--- src/rtl/sfsm_pkg.sv ---
// Shared types and helpers for the sfsm configuration front end.
// FSM state encoding, default word width and an odd-parity check.
package sfsm_pkg;

  localparam int unsigned DefaultDataW = 32;
  // Widest frame the parity helper accepts; narrower frames are zero-padded.
  localparam int unsigned MaxFrameW    = 256;

  typedef enum logic [1:0] {
    StIdle,
    StShift,
    StCheck,
    StHold
  } sfsm_state_e;

  // Zero padding does not change the XOR, so any frame up to MaxFrameW fits.
  function automatic logic odd_parity_ok(input logic [MaxFrameW-1:0] bits);
    return ^bits;
  endfunction

endpackage

--- src/rtl/sfsm_cfg_loader.sv ---
// Serial configuration loader: shifts a framed word in on din, checks it, and
// hands it to the sfsm core over valid/ready. SFSM_CFG_PARITY_EN adds an odd-parity bit.
module sfsm_cfg_loader
  import sfsm_pkg::*;
#(
  parameter int unsigned DATA_W = DefaultDataW
) (
  input  logic              clk,
  input  logic              reset_n,
  input  logic              load_en,
  input  logic              din,
  input  logic              cfg_ready,
  output logic [DATA_W-1:0] cfg_data,
  output logic              cfg_valid,
  output logic              busy,
  output logic              dout,
  output logic              frame_err
);

`ifdef SFSM_CFG_PARITY_EN
  localparam int unsigned FRAME_BITS = DATA_W + 1;
`else
  localparam int unsigned FRAME_BITS = DATA_W;
`endif
  localparam int unsigned CNT_W = $clog2(FRAME_BITS + 1);

  sfsm_state_e           state_q;
  logic [FRAME_BITS-1:0] shift_q;
  logic [FRAME_BITS-1:0] shift_in;
  logic [CNT_W-1:0]      count_q;
  logic                  load_en_q;
  logic                  frame_start;

  assign shift_in    = {shift_q[FRAME_BITS-2:0], din};
  assign frame_start = load_en && !load_en_q;

  always_ff @(posedge clk or negedge reset_n) begin
    if (!reset_n) begin
      state_q   <= StIdle;
      shift_q   <= '0;
      count_q   <= '0;
      // Starts high so a window already open at reset release is not a frame.
      load_en_q <= 1'b1;
      cfg_data  <= '0;
      cfg_valid <= 1'b0;
      busy      <= 1'b0;
      dout      <= 1'b0;
      frame_err <= 1'b0;
    end else begin
      load_en_q <= load_en;
      dout      <= shift_q[FRAME_BITS-1];
      unique case (state_q)
        StIdle: begin
          if (frame_start) begin
            shift_q   <= shift_in;
            count_q   <= CNT_W'(1);
            frame_err <= 1'b0;
            busy      <= 1'b1;
            state_q   <= StShift;
          end
        end
        StShift: begin
          if (load_en) begin
            shift_q <= shift_in;
            count_q <= count_q + CNT_W'(1);
            if (count_q == CNT_W'(FRAME_BITS - 1)) begin
              state_q <= StCheck;
            end
          end else begin
            frame_err <= 1'b1;
            busy      <= 1'b0;
            state_q   <= StIdle;
          end
        end
        StCheck: begin
          if (load_en) begin
            frame_err <= 1'b1;
            busy      <= 1'b0;
            state_q   <= StIdle;
`ifdef SFSM_CFG_PARITY_EN
          end else if (!odd_parity_ok(MaxFrameW'(shift_q))) begin
            frame_err <= 1'b1;
            busy      <= 1'b0;
            state_q   <= StIdle;
          end else begin
            cfg_data  <= shift_q[FRAME_BITS-1:1];
            cfg_valid <= 1'b1;
            state_q   <= StHold;
          end
`else
          end else begin
            cfg_data  <= shift_q;
            cfg_valid <= 1'b1;
            state_q   <= StHold;
          end
`endif
        end
        StHold: begin
          if (cfg_ready) begin
            cfg_valid <= 1'b0;
            busy      <= 1'b0;
            state_q   <= StIdle;
          end
        end
        default: begin
          busy    <= 1'b0;
          state_q <= StIdle;
        end
      endcase
    end
  end

endmodule

--- config.mk ---
export PLATFORM = sky130hd
export DESIGN_NAME = sfsm_cfg_loader
export DESIGN_NICKNAME = d
export VERILOG_FILES = /design/src/rtl/sfsm_pkg.sv /design/src/rtl/sfsm_cfg_loader.sv
export SDC_FILE = /design/constraint.sdc
export NUM_CORES = 1
export LEC_CHECK = 0
export ABC_AREA = 1
export BUFFER_PORTS_ARGS = -buffer_cell sky130_fd_sc_hd__buf_4
export CAP_MARGIN = 20
export CELL_PAD_IN_SITES_DETAIL_PLACEMENT = 0
export CELL_PAD_IN_SITES_GLOBAL_PLACEMENT = 1
export CORE_UTILIZATION = 25
export DETAILED_ROUTE_END_ITERATION = 10
export PLACE_DENSITY = 0.51
export SLEW_MARGIN = 20
export SYNTH_ARGS = -nofsm -noshare
export SYNTH_HDL_FRONTEND = slang
export SYNTH_SLANG_ARGS = --single-unit
--- constraint.sdc ---
create_clock -name clk -period 2.5 [get_ports clk]
set_input_delay 0.125 -clock clk [delete_from_list [all_inputs] [get_ports clk]]
set_output_delay 0.125 -clock clk [all_outputs]
set_load 0.01 [all_outputs]
==> out/metrics.cfg, run 1 <==
[global_routing]
grt_max_degree = 78
grt.overflow.total = 0
grt.total_usage_pct = 11.0
antenna_found_initial = 0
grt_pass1_vias = 2238
grt_pass1_wl_mm = 11.0

[sta]
fin_crit_ps = 1980
worstMarginPinSlew_ps = 710
finalHoldViolations = 0
slew_headroom_pct = 52.6
finalClockSkew_ps = 7.87
rsz0062_at_grt = false
slew_viol_final = 0
timing.final.crit_share_pct = 79.2
timing.setup.tns_ps = 0
timing.fmax_mhz = 505
setup_viol = 0

[critical_path]
required_ps = 2740
cp_common_cell = nand2_1
cp_top_family = simple AND/OR/NAND/NOR gates
cp-end-kind = flop
critical-path-slowest-cell = dfrtp_1
cp_cell_sequence = inv_1, ha_1, inv_2, nand2_1, nand2_1, nor2_4, buf_4, nand2_1, o21ai_0
cp-start-kind = flop
slowest_delay_ps = 400
cp.arrival_ps = 2220
cp_max_fo = 21
worstSetupPathType = flop to flop
critPathBufInv = 3

[detailed_routing]
ant_nets = 0
detail_route.wirelength_mm = 6.29
drc = 0
drtPass1Iterations = 4
vias = 2187
wl_per_cell_um = 11.5
initialDrtViolationCount = 102
routed_via_density = 4.00

[cells_and_area]
fin_util_pct = 32.1
final_cells = 547
drive_gt1_share_pct = 17.9
area_growth_pct = 24.1
nFillCells = 1318
final_nets = 387
diodes = 0

[yosys]
ys_top_cells_by_area = dfrtp_1, nand2_1, o21ai_0
synth.distinct_cells = 24
muxShareOfSynthArea_pct = 0.360
yosys.area_share.simple_pct = 14.3
synth_seq_cells = 77
syn_nets = 346
yosysTopAreaCell = dfrtp_1
ys_seq_area_share_pct = 61.6
synth_compound_area_share_pct = 12.7
synth_top_family_by_area = simple AND/OR/NAND/NOR gates
synth_area_per_cell_um2 = 9.34
netlist_instances = 335
synth.top_cell.area_share_pct = 60.8
netlist_area_um2 = 3130
ys_warn_count = 0
synthAdderAreaFrac_pct = 2.40
synth_xor_xnor_area_share_pct = 0

[min_path]
hold_class = primary input to flop

[power_and_ir_drop]
internal-power_mw = 3.02
p_sw_mw = 1.60
p_leak_nw = 1.85
share_comb_of_total_power_pct = 32.5
powerDensity_nw_per_um2 = 1190
swShare_pct = 34.7
ir_drop_mv = 0.369
pwr-share-clk_pct = 25.8
power_frac_seq_pct = 41.8

[clock_network]
clock_path_buffers = 2
htreeDepth = 3
cts_tree = yes
clock_latency_ps = 330
clk_pin_slew_ps = 60
numCtsBuffers = 9
clock-sinks = 77
cts_resized = 0
cts-root-buf = clkbuf_16

[placed_design]
gp_congestion = 0.704
place_inst = 531
port_buffers = 40
dp_hpwl_mm = 4.10

[die]
io_pins = 41
dieArea_um2 = 13000
num_rows = 40
die_y_um = 114
die_w_um = 114
fp.coreArea_um2 = 12100
initial_core_util_pct = 25.8

[outcome]
run_status = completed

[run]
maxCapViolCount = 0

## timing repair
action / in CTS / in global routing
setup buffers: 0 / 0
hold buffers: 1 / 1
endpoints found under the hold margin: 1 / 76
## flip-flops by register name (all words and copies together), names as in the netlist
register and count:
cfg_data 32, state_q 2, dout 1, busy 1
count_q 6, shift_q 32, cfg_valid 1, load_en_q 1
frame_err 1
## cell families after synthesis
kind of cell | count (synthesis)
adders and majority gates | 6
DFF | 77
muxes | 1
buffers and inverters | 62
AOI/OAI and AO/OA | 75
and+or+nand+nor | 114
## metal layers
layer | routed length [um] | part of all wire, % | GRT usage [%] | up-vias
li1 | - | - | - | 1121
met1 | 3370 | 54 | 15.5 | 1014
met2 | 2520 | 40 | 15.5 | 40
met3 | 255 | 4.1 | 2.60 | 12
met4 | 144 | 2.3 | 6.23 | 0
met5 | 0 | 0 | 0 | -
## synth_stat cells (all sizes together)
cell type	instances
dfrtp	76
o21bai	1
ha	6
dfstp	1
mux2	1
inv	46
nand3	9
nand4	1
or2	1
nand2	96
buf	10
nor2	6
clkbuf	6
nor3	1
a21oi	2
o21ai	72
## power groups by stage
| stage | combinational [mW] | sequential (mW) | clock (mW) |
|---|---|---|---|
| floorplan | 0.869 | 2.01 | 0 |
| global placement | 1.51 | 1.96 | 0 |
| detailed placement | 1.53 | 1.95 | 0 |
| CTS | 1.54 | 1.94 | 1.23 |
| global route | 1.74 | 1.99 | 1.29 |
| finish | 1.50 | 1.93 | 1.19 |
## per-stage QoR
stage	total power, mW	cell area [um^2]	hold WS (ps)	setup slack [ps]
2_1_floorplan	2.88	3130	-171	988
3_3_place_gp	3.47	3590	275	593
3_5_place_dp	3.48	3590	273	518
4_1_cts	4.71	3870	1.00	496
5_1_grt	5.02	3880	11.5	226
6_report	4.63	3880	14.2	520
## layout by cell type, fill, tap and decap left out, types with 2 or more instances in the layout
cell type      synthesis  routed
inv_2                  2       2
dfrtp_1               76      76
inv_1                 44      44
o21ai_0               67      67
clkbuf_16              0       9
dlygate4sd3_1          0       2
o21ai_2                4       4
nand3_1                9       9
nor2_1                 5       5
clkbuf_1               3       2
ha_1                   6       6
buf_4                  4      42
clkbuf_8               0       2
nand2_1               96      95
## tightest hold or removal path: stages
cell and delay, ps:
buf_4 80, nand2_1 40, o21ai_0 60
## path summary, 6_finish.rpt
check	from	end	slack, ps	depth (start not counted)
hold reg to reg	shift_q[31]	dout	440	0
setup reg to reg	state_q[1]	shift_q[28]	520	9
min in group asynchronous	reset_n	shift_q[17]	400	2
setup / recovery	state_q[1]	shift_q[28]	520	9
max in group asynchronous	reset_n	count_q[4]	1620	2
hold / removal	din	shift_q[0]	10	3
## layout make-up
type                            instances  area [um^2]  share of cell area [%]
Multi-Input combinational cell        196          938                    24.2
Tap cell                              168          210                    5.41
Inverter                               46          173                    4.45
Clock buffer                           13          260                    6.70
Clock inverter                          1         7.51                   0.193
Timing Repair Buffer                   46          367                    9.44
Sequential cell                        77         1930                    49.6
Note: power is estimated with default switching activity, not from simulation.
==> run 2, diff against run 1 <==
--- a/config.mk
+++ b/config.mk
@@ -12,7 +12,7 @@
 export CELL_PAD_IN_SITES_GLOBAL_PLACEMENT = 1
 export CORE_UTILIZATION = 25
 export DETAILED_ROUTE_END_ITERATION = 10
-export PLACE_DENSITY = 0.51
+export PLACE_DENSITY = 0.53
 export SLEW_MARGIN = 20
 export SYNTH_ARGS = -nofsm -noshare
 export SYNTH_HDL_FRONTEND = slang
==> constraint.sdc (replaced) <==
create_clock -name clk -period 1.7 [get_ports clk]
set_input_delay 0.085 -clock clk [delete_from_list [all_inputs] [get_ports clk]]
set_output_delay 0.085 -clock clk [all_outputs]
set_load 0.01 [all_outputs]
==> run 2 against run 1 <==
Flip-flop and latch count unchanged. Routed wire length is 4.9% higher. Hold slack gained 130 ps. First-iteration DRC count stayed put. Clock power rose by 67%. Fmax increased by 26%. Sequential power increased by 47%. Largest power group unchanged.
==> out/metrics.cfg, run 2 (synthesized netlist as in run 1, its figures left out) <==
[sta]
setup_viol = 0  ; unchanged
worstMarginPinSlew_ps = 346  ; -364 ps
slew_headroom_pct = 76.9  ; +24 points
finalHoldViolations = 0  ; unchanged
timing.setup.tns_ps = 0  ; unchanged
timing.final.crit_share_pct = 92.6  ; +13 points
timing.fmax_mhz = 636  ; +26%
fin_crit_ps = 1570  ; -406 ps
finalClockSkew_ps = 9.69  ; +1.81 ps
slew_viol_final = 0  ; unchanged

[detailed_routing]
initialDrtViolationCount = 102  ; unchanged
drtPass1Iterations = 4  ; unchanged
drc = 0  ; unchanged
wl_per_cell_um = 11.8  ; +2.8%
detail_route.wirelength_mm = 6.60  ; +4.9%
routed_via_density = 4.01  ; +0.36%
ant_nets = 0  ; unchanged
vias = 2239  ; +2.4%

[cells_and_area]
largest_registers = cfg_data x32, shift_q x32, count_q x6
fin_util_pct = 33.9  ; +1.8 points
final_cells = 558  ; +2.0%
area_growth_pct = 31.1
design_area_um2 = 4100  ; +5.6%
final_nets = 396  ; +2.3%
layout_common_cells = nand2_1, dfrtp_1, o21ai_0, buf_4, inv_1
layout_commonest_cell = nand2_1
diodes = 0  ; unchanged
drive_gt1_share_pct = 21.0  ; +3.1 points

[critical_path]
r2r_setup_slack_ps = 130  ; -390 ps
critPathBufInv = 4  ; +1
slowest_delay_ps = 430  ; +30 ps
cp_top_family = buffers and inverters
cp-end-kind = flop
reg2regPathDepth = 10  ; +1
cp-start-kind = flop
required_ps = 1930  ; -810 ps
worstSetupPathType = flop to flop
cp_common_cell = nand2_1
cp_cell_sequence = inv_2, ha_1, inv_2, nand2_1, nand2_1, nor2_4, buf_12, buf_12, nand4_1, nand2_1
cp.arrival_ps = 1800  ; -420 ps
cp_max_fo = 14  ; -33%
critical-path-slowest-cell = dfrtp_1
cp.depth = 10  ; +1

[power_and_ir_drop]
powerDensity_nw_per_um2 = 1820  ; +52%
ir_drop_mv = 0.612  ; +66%
p_leak_nw = 1.95  ; +5.6%
total_power_mw = 7.45  ; +61%

[clock_network]
clock_path_buffers = 2  ; unchanged
clock-sinks = 77  ; unchanged
cts-root-buf = clkbuf_16
cts_tree = yes
clock_latency_ps = 340  ; about the same
htreeDepth = 3  ; unchanged
clk_pin_slew_ps = 60  ; about the same
numCtsBuffers = 9  ; unchanged

[placed_design]
gp_congestion = 0.738  ; +4.8%
port_buffers = 40  ; unchanged
place_inst = 536  ; +0.94%
placed_area_um2 = 3680  ; +2.4%
dp_hpwl_mm = 4.29  ; +4.5%

[global_routing]
antenna_found_initial = 0  ; unchanged
grt.overflow.total = 0  ; unchanged
grt_max_degree = 40  ; -49%
grt_pass1_wl_mm = 10.8  ; -1.9%
grt_pass1_vias = 2172  ; -2.9%
grt.total_usage_pct = 11.1  ; +0.079 points

[die]
num_rows = 40  ; unchanged
dieArea_um2 = 13000  ; unchanged
die_y_um = 114  ; unchanged
die_w_um = 114  ; unchanged
io_pins = 41  ; unchanged
initial_core_util_pct = 25.8  ; unchanged
fp.coreArea_um2 = 12100  ; unchanged

[outcome]
run_status = completed

[run]
maxCapViolCount = 0  ; unchanged

[min_path]
hold_class = primary input to asynchronous set/reset pin

[run 2: cell count changes in the layout (fill, tap and decap cells not counted), sizes merged]
cell | previous run | this run
buf | 44 | 50
clkbuf | 13 | 15
bufinv | 0 | 1
clkinv | 0 | 1
dlygate4sd3 | 2 | 3
[run 2: where the power goes]
group	internal, mW	switching, mW
clock	1.25	0.732
sequential	2.47	0.362
combinational	1.23	1.40
total	4.96	2.49
[run 2: worst paths after layout]
| check | from | end |
|---|---|---|
| hold reg to reg | shift_q[31] | dout |
| setup / recovery | state_q[0] | count_q[5] |
| hold / removal | reset_n | cfg_data[18] |
| min in group clk | cfg_ready | busy |
| max in group asynchronous | reset_n | cfg_data[7] |
| setup reg to reg | state_q[0] | count_q[5] |
[run 2: final cells by class]
| type | count | area [um^2] |
|---|---|---|
| tap | 168 | 210 |
| multi-input combinational | 196 | 948 |
| timing repair buffer | 55 | 531 |
| clock buffer | 13 | 270 |
| inverter | 46 | 173 |
| sequential | 77 | 1930 |
| clock inverter | 3 | 42.5 |
| fill | 1275 | 8010 |
[run 2: per-layer routing]
metal	share of wire (%)	global-route usage (%)
met5	0	0
met4	0.44	4.16
met3	5.3	4.99
met1	51	14.8
met2	43	15.8
[run 2: what timing repair did]
action,in CTS,in global routing
endpoints found under the setup margin,0,31
gates resized for setup,0,6
hold buffers,3,0
buffers inserted,0,1
hold endpoints to repair,79,0
[run 2: through the flow]
step                      hold slack, ps  setup slack [ps]
after floorplan                     -211               188
after global placement             -44.2               169
after detailed placement           -41.6               130
after CTS                            134               102
after global routing                 152             -37.1
final                                142               127
